[src/rtl/rtc_pkg.sv]
// -----------------------------------------------------------------------------
// rtc_pkg
// Shared widths, limits, set-FSM state type and the 24h -> 12h hour mapping
// used by the real-time-clock core and its counter sub-module.
// -----------------------------------------------------------------------------
package rtc_pkg;

   localparam int SEC_W   = 6;
   localparam int MIN_W   = 6;
   localparam int HR_W    = 5;

   localparam int SEC_MAX = 59;
   localparam int MIN_MAX = 59;
   localparam int HR_MAX  = 23;

   typedef enum logic {
      IDLE = 1'b0,
      LOAD = 1'b1
   } set_state_t;

   // 0 -> 12, 1..12 unchanged, 13..23 -> hour-12
   function automatic logic [HR_W-1:0] hr_to_12h(input logic [HR_W-1:0] hr24);
      logic [HR_W-1:0] res;
      if (hr24 == '0)
         res = HR_W'(12);
      else if (hr24 > HR_W'(12))
         res = hr24 - HR_W'(12);
      else
         res = hr24;
      return res;
   endfunction

endpackage

[src/rtl/rtc_time_core_mod_counter.sv]
// -----------------------------------------------------------------------------
// mod_counter
// Modulo-(MAX+1) counter with synchronous load, used for seconds, minutes and
// hours of the real-time clock.
//   clk      : clock, rising edge
//   rst      : asynchronous active-high reset, value -> 0
//   en       : advance by one (wraps MAX -> 0)
//   load     : load load_val (takes priority over en)
//   load_val : value to load
//   value    : current count
//   wrap     : en && value == MAX, i.e. this advance rolls over
// -----------------------------------------------------------------------------
module mod_counter #(
   parameter int W   = 6,
   parameter int MAX = 59
) (
   input  logic         clk,
   input  logic         rst,
   input  logic         en,
   input  logic         load,
   input  logic [W-1:0] load_val,
   output logic [W-1:0] value,
   output logic         wrap
);

   localparam logic [W-1:0] MAX_V = W'(MAX);

   assign wrap = en && (value == MAX_V);

   always_ff @(posedge clk or posedge rst) begin
      if (rst)
         value <= '0;
      else if (load)
         value <= load_val;
      else if (en)
         value <= wrap ? '0 : value + 1'b1;
   end

endmodule

[src/rtl/rtc_time_core.sv]
// -----------------------------------------------------------------------------
// rtc_time_core
// Seconds/minutes/hours real-time clock with a clk prescaler, 12/24-hour hour
// display, a validated time-set handshake and per-unit rollover pulses.
// Optional alarm comparator is compiled in when RTC_ALARM_EN is defined.
//
// Parameters
//   TICK_DIV : clk cycles per second tick (>= 2)
//   PRE_W    : prescaler width, 2**PRE_W >= TICK_DIV
// Ports
//   clk, rst                  : clock (rising), async active-high reset
//   run                       : 1 = time advances, 0 = time/prescaler frozen
//   mode_12h                  : hr_out in 12-hour (1) or 24-hour (0) form
//   set_valid/set_ready       : time-set handshake
//   set_hr/set_min/set_sec    : time to load (24-hour form)
//   set_err                   : one-cycle pulse on a rejected set request
//   sec_out/min_out/hr_out/pm : current time
//   sec_tick/min_tick/hr_tick/day_tick : one-cycle rollover pulses
//   (RTC_ALARM_EN) alarm_wr, alarm_hr, alarm_min, alarm_on, alarm_hit
// -----------------------------------------------------------------------------
module rtc_time_core
   import rtc_pkg::*;
#(
   parameter int TICK_DIV = 100000000,
   parameter int PRE_W    = 27
) (
   input  logic             clk,
   input  logic             rst,
   input  logic             run,
   input  logic             mode_12h,
   input  logic             set_valid,
   output logic             set_ready,
   input  logic [HR_W-1:0]  set_hr,
   input  logic [MIN_W-1:0] set_min,
   input  logic [SEC_W-1:0] set_sec,
   output logic             set_err,
   output logic [SEC_W-1:0] sec_out,
   output logic [MIN_W-1:0] min_out,
   output logic [HR_W-1:0]  hr_out,
   output logic             pm,
   output logic             sec_tick,
   output logic             min_tick,
   output logic             hr_tick,
   output logic             day_tick
`ifdef RTC_ALARM_EN
   ,
   input  logic             alarm_wr,
   input  logic [HR_W-1:0]  alarm_hr,
   input  logic [MIN_W-1:0] alarm_min,
   input  logic             alarm_on,
   output logic             alarm_hit
`endif
);

   localparam logic [PRE_W-1:0] PRE_LAST  = PRE_W'(TICK_DIV - 1);
   localparam logic [HR_W-1:0]  HR_MAX_V  = HR_W'(HR_MAX);
   localparam logic [MIN_W-1:0] MIN_MAX_V = MIN_W'(MIN_MAX);
   localparam logic [SEC_W-1:0] SEC_MAX_V = SEC_W'(SEC_MAX);

   set_state_t       state_reg;
   logic [PRE_W-1:0] pre_reg;
   logic [HR_W-1:0]  cap_hr_reg;
   logic [MIN_W-1:0] cap_min_reg;
   logic [SEC_W-1:0] cap_sec_reg;
   logic             set_ready_reg;
   logic             set_err_reg;
   logic             sec_tick_reg, min_tick_reg, hr_tick_reg, day_tick_reg;

   logic [SEC_W-1:0] sec_val;
   logic [MIN_W-1:0] min_val;
   logic [HR_W-1:0]  hr_val;
   logic             sec_wrap, min_wrap, hr_wrap;

   logic in_range, handshake, accept, reject, pre_wrap, tick, load;

   assign in_range  = (set_hr <= HR_MAX_V) && (set_min <= MIN_MAX_V) && (set_sec <= SEC_MAX_V);
   assign handshake = set_valid && set_ready_reg;
   assign accept    = handshake && in_range;
   assign reject    = handshake && !in_range;
   assign pre_wrap  = run && (state_reg == IDLE) && (pre_reg == PRE_LAST);
   // An accepted set on the wrap cycle swallows that second's tick.
   assign tick      = pre_wrap && !accept;
   assign load      = (state_reg == LOAD);

   // Set FSM, prescaler and registered pulse flags.
   always_ff @(posedge clk or posedge rst) begin
      if (rst) begin
         state_reg     <= IDLE;
         pre_reg       <= '0;
         cap_hr_reg    <= '0;
         cap_min_reg   <= '0;
         cap_sec_reg   <= '0;
         set_ready_reg <= 1'b1;
         set_err_reg   <= 1'b0;
         sec_tick_reg  <= 1'b0;
         min_tick_reg  <= 1'b0;
         hr_tick_reg   <= 1'b0;
         day_tick_reg  <= 1'b0;
      end else begin
         set_err_reg  <= reject;
         sec_tick_reg <= tick;
         min_tick_reg <= sec_wrap;
         hr_tick_reg  <= min_wrap;
         day_tick_reg <= hr_wrap;
         case (state_reg)
            IDLE: begin
               if (accept) begin
                  cap_hr_reg    <= set_hr;
                  cap_min_reg   <= set_min;
                  cap_sec_reg   <= set_sec;
                  state_reg     <= LOAD;
                  set_ready_reg <= 1'b0;
                  pre_reg       <= '0;
               end else if (run) begin
                  pre_reg <= pre_wrap ? '0 : pre_reg + 1'b1;
               end
            end
            LOAD: begin
               // Counters take the captured time this cycle; restart the second.
               pre_reg       <= '0;
               state_reg     <= IDLE;
               set_ready_reg <= 1'b1;
            end
            default: begin
               state_reg     <= IDLE;
               set_ready_reg <= 1'b1;
            end
         endcase
      end
   end

   mod_counter #(.W(SEC_W), .MAX(SEC_MAX)) u_sec (
      .clk(clk), .rst(rst), .en(tick), .load(load),
      .load_val(cap_sec_reg), .value(sec_val), .wrap(sec_wrap)
   );

   mod_counter #(.W(MIN_W), .MAX(MIN_MAX)) u_min (
      .clk(clk), .rst(rst), .en(sec_wrap), .load(load),
      .load_val(cap_min_reg), .value(min_val), .wrap(min_wrap)
   );

   mod_counter #(.W(HR_W), .MAX(HR_MAX)) u_hr (
      .clk(clk), .rst(rst), .en(min_wrap), .load(load),
      .load_val(cap_hr_reg), .value(hr_val), .wrap(hr_wrap)
   );

   assign set_ready = set_ready_reg;
   assign set_err   = set_err_reg;
   assign sec_out   = sec_val;
   assign min_out   = min_val;
   assign hr_out    = mode_12h ? hr_to_12h(hr_val) : hr_val;
   assign pm        = (hr_val >= HR_W'(12));
   assign sec_tick  = sec_tick_reg;
   assign min_tick  = min_tick_reg;
   assign hr_tick   = hr_tick_reg;
   assign day_tick  = day_tick_reg;

`ifdef RTC_ALARM_EN
   logic [HR_W-1:0]  alarm_hr_reg;
   logic [MIN_W-1:0] alarm_min_reg;
   logic             alarm_hit_reg;
   logic [HR_W-1:0]  next_hr;
   logic [MIN_W-1:0] next_min;

   // Hour:minute the counters will hold after a seconds rollover.
   assign next_min = min_wrap ? '0 : min_val + 1'b1;
   assign next_hr  = hr_wrap ? '0 : (min_wrap ? hr_val + 1'b1 : hr_val);

   always_ff @(posedge clk or posedge rst) begin
      if (rst) begin
         alarm_hr_reg  <= '0;
         alarm_min_reg <= '0;
         alarm_hit_reg <= 1'b0;
      end else begin
         if (alarm_wr && (alarm_hr <= HR_MAX_V) && (alarm_min <= MIN_MAX_V)) begin
            alarm_hr_reg  <= alarm_hr;
            alarm_min_reg <= alarm_min;
         end
         // Only a counted rollover can fire; a load never produces sec_wrap.
         alarm_hit_reg <= sec_wrap && alarm_on &&
                          (next_hr == alarm_hr_reg) && (next_min == alarm_min_reg);
      end
   end

   assign alarm_hit = alarm_hit_reg;
`endif

endmodule

[config.mk]
export PLATFORM = sky130hd
export DESIGN_NAME = rtc_time_core
export DESIGN_NICKNAME = d
export VERILOG_FILES = /design/src/rtl/rtc_pkg.sv /design/src/rtl/rtc_time_core_mod_counter.sv /design/src/rtl/rtc_time_core.sv
export SDC_FILE = /design/constraint.sdc
export NUM_CORES = 1
export LEC_CHECK = 0
export ABC_AREA = 1
export BUFFER_PORTS_ARGS = -buffer_cell sky130_fd_sc_hd__buf_2
export CORE_MARGIN = 5
export CORE_UTILIZATION = 35
export DETAILED_ROUTE_END_ITERATION = 16
export SLEW_MARGIN = 0
export SYNTH_ARGS = -nofsm -noshare
export SYNTH_HDL_FRONTEND = slang
export SYNTH_SLANG_ARGS = --single-unit
[constraint.sdc]
create_clock -name clk -period 1.99 [get_ports clk]
set_input_delay 0.199 -clock clk [delete_from_list [all_inputs] [get_ports clk]]
set_output_delay 0.199 -clock clk [all_outputs]
set_load 0.02 [all_outputs]
After elaboration in Yosys (flattened, before gate mapping)
Index checks and enable logic that the tools add are counted.
{"block": "totals", "output_inout_bits": 24, "input_bits": 22, "regBits": 68}
{"block": "op_classes", "n_bitwise": 1, "addsub": 5, "order_cmp": 5, "eq_ne": 6, "muxes": 20, "n_reduce_logical": 18}
{"cell": "2-to-1 mux 27 bit", "n": 3}
{"cell": "one-hot mux 27 bit (2 select lines)", "n": 1}
{"cell": "2-to-1 mux 6 bit", "n": 6}
{"cell": "2-to-1 mux 5 bit", "n": 6}
{"cell": "adder 27 x 1 -> 27 bit (second input constant)", "n": 1}
{"cell": "equality test 27 bit (second input constant)", "n": 1}
{"cell": "adder 6 x 1 -> 6 bit (second input constant)", "n": 2}
{"cell": "equality test 6 bit (second input constant)", "n": 2}
{"cell": "less-or-equal comparator 6 bit (second input constant)", "n": 2}
{"cell": "logical AND 1 bit", "n": 11}
{"cell": "nonzero test 2 bit", "n": 3}
{"cell": "adder 5 x 1 -> 5 bit (second input constant)", "n": 1}
{"cell": "equality test 5 bit (second input constant)", "n": 1}
{"cell": "greater-or-equal comparator 5 x 4 -> 1 bit (second input constant)", "n": 1}
{"cell": "> comparator 5 x 4 -> 1 bit (second input constant)", "n": 1}
{"cell": "less-or-equal comparator 5 bit (second input constant)", "n": 1}
{"cell": "logical NOT 5 bit", "n": 1}
{"cell": "subtractor 5 x 4 -> 5 bit (second input constant)", "n": 1}
{"cell": "one-hot mux 1 bit (2 select lines)", "n": 2}
{"cell": "inequality test 3 bit (second input constant)", "n": 1}
{"cell": "logical NOT 1 bit", "n": 2}
{"cell": "2-to-1 mux 1 bit", "n": 2}
{"cell": "inequality test 2 bit (second input constant)", "n": 1}
{"cell": "AND reduction 2 bit", "n": 1}
{"cell": "NOT 1 bit", "n": 1}

Longest topological paths before layout
Gate-level depths: netlist of the first run.
{"block": "depth", "ltp_word": 12, "depth_mapped": 11, "ltp_nobuf": 11}

Cells and area by module
Synthesis of the first run repeated with hierarchy kept, for this count alone.
{"block": "unflattened", "hier_cells": 518, "area_unflattened_um2": 3839.9}
{"mod": "rtc_time_core", "cells_each": 386, "area_per_inst_um2": 2768.9, "n_inst": 1}
{"mod": "mod_counter at u_min ...", "cells_each": 45, "area_per_inst_um2": 376.6, "n_inst": 2}
{"mod": "mod_counter at u_hr", "cells_each": 42, "area_per_inst_um2": 317.8, "n_inst": 1}

Worst setup path before layout of the first run
Ideal clock, no wire load.
{"block": "synth_timing", "kind": "register -> output", "startpoint": "register u_hr.value[2]", "endpoint": "output port hr_out[4]", "stages_incl_launch_ff": 6, "slack_ns": 0.173, "arrival_ns": 1.618, "n_path_buf": 0, "path_cell_list": "dfrtp_1 > inv_1 > ha_1 > nand2_1 > nor2_1 > o41ai_1"}
{"block": "synth_between", "elab_chain_cells": 4, "word_cells_on_any_way": 6}
{"item": "from (decl)", "line": "rtc_time_core_mod_counter.sv:22", "rtl": "output logic [W-1:0] value,"}
{"item": "from (signal assigned)", "line": "rtc_time_core_mod_counter.sv:34", "rtl": "value <= load_val;"}
{"item": "from (signal assigned)", "line": "rtc_time_core_mod_counter.sv:36", "rtl": "value <= wrap ? '0 : value + 1'b1;"}
{"item": "subtractor 5 x 4 -> 5 bit or > comparator 5 x 4 -> 1 bit (tied branches)", "line": "rtc_pkg.sv:27, rtc_pkg.sv:26"}
{"item": "2-to-1 mux 5 bit", "line": "rtc_pkg.sv:26", "rtl": "else if (hr24 > HR_W'(12))"}
{"item": "2-to-1 mux 5 bit (*)", "line": "rtc_pkg.sv:24", "rtl": "if (hr24 == '0)"}
{"item": "2-to-1 mux 5 bit (*)", "line": "rtc_time_core.sv:151", "rtl": "assign hr_out = mode_12h ? hr_to_12h(hr_val) : hr_val;"}
{"item": "to (decl)", "line": "rtc_time_core.sv:39", "rtl": "output logic [HR_W-1:0] hr_out,"}
Mark *: on every way between the ends. The rest lies on a longest branch, timed or not.

Worst setup path after layout of the first run
{"block": "layout_timing", "startpoint": "register u_hr.value[2]", "endpoint": "output port hr_out[3]"}
The elaborated chain is that of the path after synthesis.

==> impl_results.md, run 1 <==
* Status: finished clean
* Area grow syn2layout at 20.6%
* Final GP Congestion at 0.872
* Mapped cell area at 4150 sq um
* Setup crit end kind: output pin
* Die footprint at 14,100 sq um
* Dpl hpwl at 7630 um
* Die X at 119 um
* DRC at 0
* Total of warnings raised by yosys at 0
* Max Fclk at 526 MHz
* Synth top area cells: dfrtp_1, nand2_1, nand3_1
* Reg-to-reg endpoint: pre_reg[14]
* Largest net degree at the start of global routing at 69
* Drt initial violations at 141
* Met3 Use GR at 4.17%
* Routed len/inst at 13.1 um
* Seq/Total Area, Yosys at 41.1%
* Vias in the first global route at 3,813
* Worst slew margin at 67.4%
* Root buf cell: clkbuf_16
* Max VDD drop at 0.638 mV
* Num CTS Buffers at 9
* Hold Crit Endpoint: cap_hr_reg[0]
* Period utilisation layout at 95.6%
* N_diodes at 0
* Post-synth EDFFs at 0
* Startpoint Class: flip-flop
* Worst r2r src: set_ready
* Hold slack at 56.1 ps
* Grt met2 use at 24.6%
* Cell row count at 39
* Worst slew pin tran at 489 ps
* Routed via count at 3,833
* CTS tree: yes
* Die height at 119 um
* Post-synth top flop: dfrtp_1
* Clock transition at path regs at 60 ps
* R2r setup slk at 160 ps
* Top-area cell type share of the netlist area at 40.4%
* Ports at 46
* MaxCap Viol Count at 0
* GR Util met1 at 19.1%
* Clock sinks at 68
* Post-synthesis async set-or-reset flop share at 100%
* First-pass GRT wire length at 17,500 um
* Max reg flops at 27
* Crit path time final at 1900 ps
* Hold Path Class: primary input to flip-flop
* CP Data Arrival Time at 1700 ps
* Syn Nets at 602
* Synth Register Bits at 68
* Cell accounting for the most synthesized area: dfrtp_1
* Crit Path Class: flip-flop to output pin
* Final Util at 43.4%
* Worst-case reg-to-reg path depth at 7
* Layer with the highest usage: met2
* Hold Path Stages at 3
* Yosys cell types at 36
* PD cells at 1110 nW/um^2
* Crit path max fanout at 7
* Leak at 2.47 nW
* Syn Area/Cell at 7.25 sq um
* Grt total ovfl at 0
* Layout Nets at 665
* Hold path start: set_hr[0]
* Htree depth at 3
* First drt pass iteration count at 4
* Clock skew at 6.13 ps
* Core ar. at 11,500 sq um
* Port-buffer cells at 45
* Clock Path Buffers at 2
* Final hold violation count at 0
* Initial antenna violation count at 0
* Slew Limit Fails at 0
* Worst Path Required at 1790 ps
* Tot GR Track Use at 15.1%
* Antenna-violating nets left at 0
* Initial Util at 36.0%
* Final Setup Violations at 0
* Synthesized instance count at 572
* Via-to-Cell Ratio at 4.90
* Share of cells above drive strength 1 at 20.6%
* Worst-Skew Late Latency at 340 ps
* Final WL at 10,300 um
[area by class of cell]
type                            count  area (sq um)
Clock buffer                       11           253
Clock inverter                      5          60.1
Fill cell                        1175          6520
Inverter                           69           259
Multi-Input combinational cell    422          2140
Sequential cell                    68          1700
Tap cell                          143           179
Timing Repair Buffer               65           403
[kinds of logic (layout without fill, tap and decap cells)]
logic type | count (synthesis) | in the layout | synth area share (%)
AO/OA/AOI/OAI | 36 | 36 | 5.01
adder cells (fa/ha/maj) | 8 | 8 | 2.41
XOR/XNOR | 18 | 18 | 3.80
AND/OR/NAND/NOR | 360 | 360 | 39.8
flip-flops | 68 | 68 | 41.1
buffers and inverters | 82 | 150 | 7.87
[worst max-delay path: stages, from the launching register on]
cell and delay (ps):
dfrtp_2 460, ha_2 210, nand3_1 90, nand2_1 90, nor2_2 170, a21oi_1 80
o21ai_0 70, buf_2 190
[layout by cell type (no fill, tap or decap), types with 2 or more instances in the layout]
master and n:
a21oi_1 11, buf_12 2, buf_2 45, buf_4 17
clkbuf_16 9, clkbuf_8 2, clkinvlp_4 4, dfrtp_1 66
ha_1 5, ha_2 3, inv_1 56, inv_2 13
nand2_1 184, nand2_2 11, nand3_1 51, nand3_2 4
nand4_1 19, nor2_1 57, nor2_2 7, nor2_4 8
nor3_1 13, o211ai_1 5, o21ai_0 10, o21ai_1 2
o22ai_1 4, xnor2_1 2, xor2_1 16
[cell usage after synthesis (3+ instances only)]
| library cell | n |
|---|---|
| dfrtp_1 | 67 |
| nor2_1 | 59 |
| inv_1 | 62 |
| clkbuf_1 | 3 |
| nand2_2 | 11 |
| ha_1 | 8 |
| nor2_4 | 7 |
| xor2_1 | 16 |
| buf_2 | 6 |
| a21oi_1 | 11 |
| nand4_1 | 19 |
| o22ai_1 | 4 |
| nor2_2 | 6 |
| o211ai_1 | 5 |
| nand2_1 | 184 |
| nor3_1 | 13 |
| o21ai_0 | 10 |
| nand3_1 | 51 |
| nand3_2 | 4 |
| inv_2 | 7 |
[how the worst max path moves through the flow]
stage	from	to	slack, ps
after floorplan	rst	cap_hr_reg[0]	80
after global placement	pre_reg[0]	pre_reg[20]	150
after detailed placement	pre_reg[0]	u_hr.value[2]	1
after CTS	pre_reg[0]	u_hr.value[2]	10
after global routing	u_hr.value[2]	hr_out[3]	-0.3
final	u_hr.value[2]	hr_out[3]	90
[timing repair]
action / 4_1_cts / 5_1_grt
hold buffers: 1 / 0
gates resized for setup: 1 / 12
hold endpoints to repair: 67 / 0
buffers inserted: 0 / 2
endpoints found under the setup margin: 1 / 18
gates cloned: 0 / 0
pin swaps: 0 / 4
[metrics by stage]
| step | setup slack [ps] | power, mW | cells | area [sq um] | TNS (ps) |
|---|---|---|---|---|---|
| floorplan | 81.1 | 3.32 | 572 | 4150 | 0 |
| global placement | 151 | 3.84 | 764 | 4620 | 0 |
| detailed placement | 1.33 | 3.89 | 764 | 4620 | 0 |
| CTS | 13.6 | 5.58 | 781 | 4950 | 0 |
| global route | -0.266 | 5.95 | 783 | 5000 | -0.266 |
| finish | 87.4 | 5.57 | 783 | 5000 | 0 |
[power by group]
group          internal [mW]  leakage [nW]  switching, mW
combinational          0.656          1.44           1.16
clock                   1.04         0.140          0.626
sequential              1.75         0.892          0.343
[per-layer routing]
metal,up-vias,share of wire [%]
met5,-,0
met4,0,2.0
met3,20,4.6
met2,103,47
met1,1759,46
li1,1951,-
Note: power is estimated with default switching activity, not from simulation.
==> inputs of run 2 (changes only) <==
- CORE_UTILIZATION: 35 -> 48
- PLACE_DENSITY: default -> 0.7
==> run 2 against run 1 <==
  * Fmax rose by 0.71%
  * Routed wire length fell by 2.4%
  * Clock skew rose by 4.6 ps
  * Non-clock buffer count fell by 2
  * Sequential share of layout area rose by 1.3 points
  * Clock-buffer cell count fell by 2
  * Total power fell by 9.0%
  * First-iteration DRC count rose by 45%
  * Global-route usage rose by 4.9 points
  * Critical path type unchanged
  * Highest routed layer unchanged
==> impl_results.md, run 2 (synthesized netlist as in run 1, its figures left out) <==
* Worst slew margin at 68.5%
* Final hold violation count at 0
* Core ar. at 8550 sq um
* Final WL at 10,000 um
* Num CTS Buffers at 9
* Most frequent cells in the layout: nand2_1, dfrtp_1, inv_1
* Hold slack at 39.8 ps
* Drt initial violations at 205
* Layout Nets at 664
* Grt total ovfl at 0
* Crit Path Class: flip-flop to output pin
* Tot GR Track Use at 19.9%
* DRC at 0
* Sequential power share at 40.9%
* Crit-path slowest cell: dfrtp_1
* DP Cell Count at 726
* Vias in the first global route at 3,632
* Worst slew pin tran at 472 ps
* Final Setup Violations at 0
* Ports at 46
* Clock transition at path regs at 90 ps
* N_diodes at 0
* Hold Path Class: primary input to flip-flop
* Worst-Skew Late Latency at 360 ps
* Post-route cell area at 4810 sq um
* Htree depth at 3
* MaxCap Viol Count at 0
* Routed len/inst at 13.4 um
* Initial Util at 48.5%
* Final GP Congestion at 0.957
* Cell row count at 34
* First-pass GRT wire length at 16,700 um
* Largest net degree at the start of global routing at 69
* Period utilisation layout at 94.9%
* Sw power at 2.08 mW
* Clock power share at 23.4%
* Setup crit end kind: output pin
* PD cells at 1050 nW/um^2
* Leak at 2.42 nW
* Area grow syn2layout at 16.1%
* Clock Path Buffers at 2
* Worst Path Required at 1790 ps
* Die height at 103 um
* Die X at 103 um
* Initial antenna violation count at 0
* Clock skew at 10.7 ps
* Crit path max fanout at 4
* First drt pass iteration count at 4
* Setup TNS at 0 ps
* RSZ-0062 raised after global routing: false
* Final Non-Filler Cells at 747
* Share of cells above drive strength 1 at 19.6%
* Dpl hpwl at 7290 um
* Routed via count at 3,857
* Max reg flops at 27
* Via-to-Cell Ratio at 5.16
* Die footprint at 10,600 sq um
* Clock sinks at 68
* Combinational power share at 35.7%
* Status: finished clean
* Sw frac at 41.1%
* Cell Chain, Critical Path: ha_2 -> xor2_1 -> o41ai_1 -> buf_2
* CP Data Arrival Time at 1690 ps
* Antenna-violating nets left at 0
* Max VDD drop at 0.764 mV
* Startpoint Class: flip-flop
* Crit path time final at 1890 ps
* Placed Area at 4560 sq um
* Port-buffer cells at 45
* Commonest non-fill, non-tap cell in the layout: nand2_1
* Max Fclk at 529 MHz
* Hold Path Stages at 3
* Slew Limit Fails at 0
* Internal at 2.98 mW
* CTS tree: yes
* Max incr delay on CP at 440 ps
* PnR worst setup slack at 101 ps
* Place WS at 20.6 ps
* Worst-case reg-to-reg path depth at 9
* Root buf cell: clkbuf_8
[run 2: power groups by stage]
stage | clock network, mW | registers, mW | logic [mW]
after detailed placement | 0 | 2.10 | 1.77
final | 1.18 | 2.07 | 1.81
after global placement | 0 | 2.09 | 1.72
after global routing | 1.25 | 2.13 | 2.05
after floorplan | 0 | 2.16 | 1.17
after CTS | 1.20 | 2.08 | 1.78
[run 2: critical path, delay by kind of cell, from the launching register on]
| kind | cells | cell delay [ps] |
|---|---|---|
| buf+inv | 1 | 210 |
| compound gates | 1 | 320 |
| fa+ha+maj | 1 | 200 |
| xor+xnor | 1 | 150 |
| flops | 1 | 440 |
[run 2: repair_timing]
| item | CTS | global route |
|---|---|---|
| gates resized for setup | 0 | 7 |
| hold buffers | 1 | 0 |
| setup endpoints to repair | 0 | 18 |
| buffers inserted | 0 | 3 |
| hold endpoints to repair | 67 | 0 |
[run 2: metrics by stage]
step                      utilization [%]  power [mW]
after detailed placement             53.3        3.86
after global routing                 56.3        5.43
after floorplan                         -        3.32
final                                56.3        5.07
after global placement               53.3        3.81
after CTS                            55.8        5.05
[run 2: final timing paths]
check                               start        endpoint  slack (ps)
max                         u_hr.value[3]       hr_out[4]         100
min                             set_hr[1]   cap_hr_reg[1]          40
max reg2reg                    pre_reg[0]  u_min.value[4]         170
min reg2reg                cap_min_reg[5]  cap_min_reg[5]         480
max in group asynchronous             rst       set_ready        1230
min in group asynchronous             rst  cap_sec_reg[4]         440
[run 2: routing by layer]
layer | vias to the layer above | global-route usage, % | part of all wire [%] | wire [um]
met2 | 80 | 33.6 | 49 | 4860
met5 | - | 0 | 0 | 0
met3 | 21 | 5.68 | 5.4 | 542
li1 | 1948 | - | - | -
met1 | 1808 | 24.9 | 44 | 4420
met4 | 0 | 6.08 | 1.9 | 191
[run 2: area by class of cell]
type / instances / area (sq um)
fill: 823 / 3740
clock inverter: 7 / 76.3
timing repair buffer: 63 / 375
multi-input combinational: 423 / 2140
clock buffer: 9 / 124
sequential: 68 / 1700
tap: 108 / 135
inverter: 69 / 259
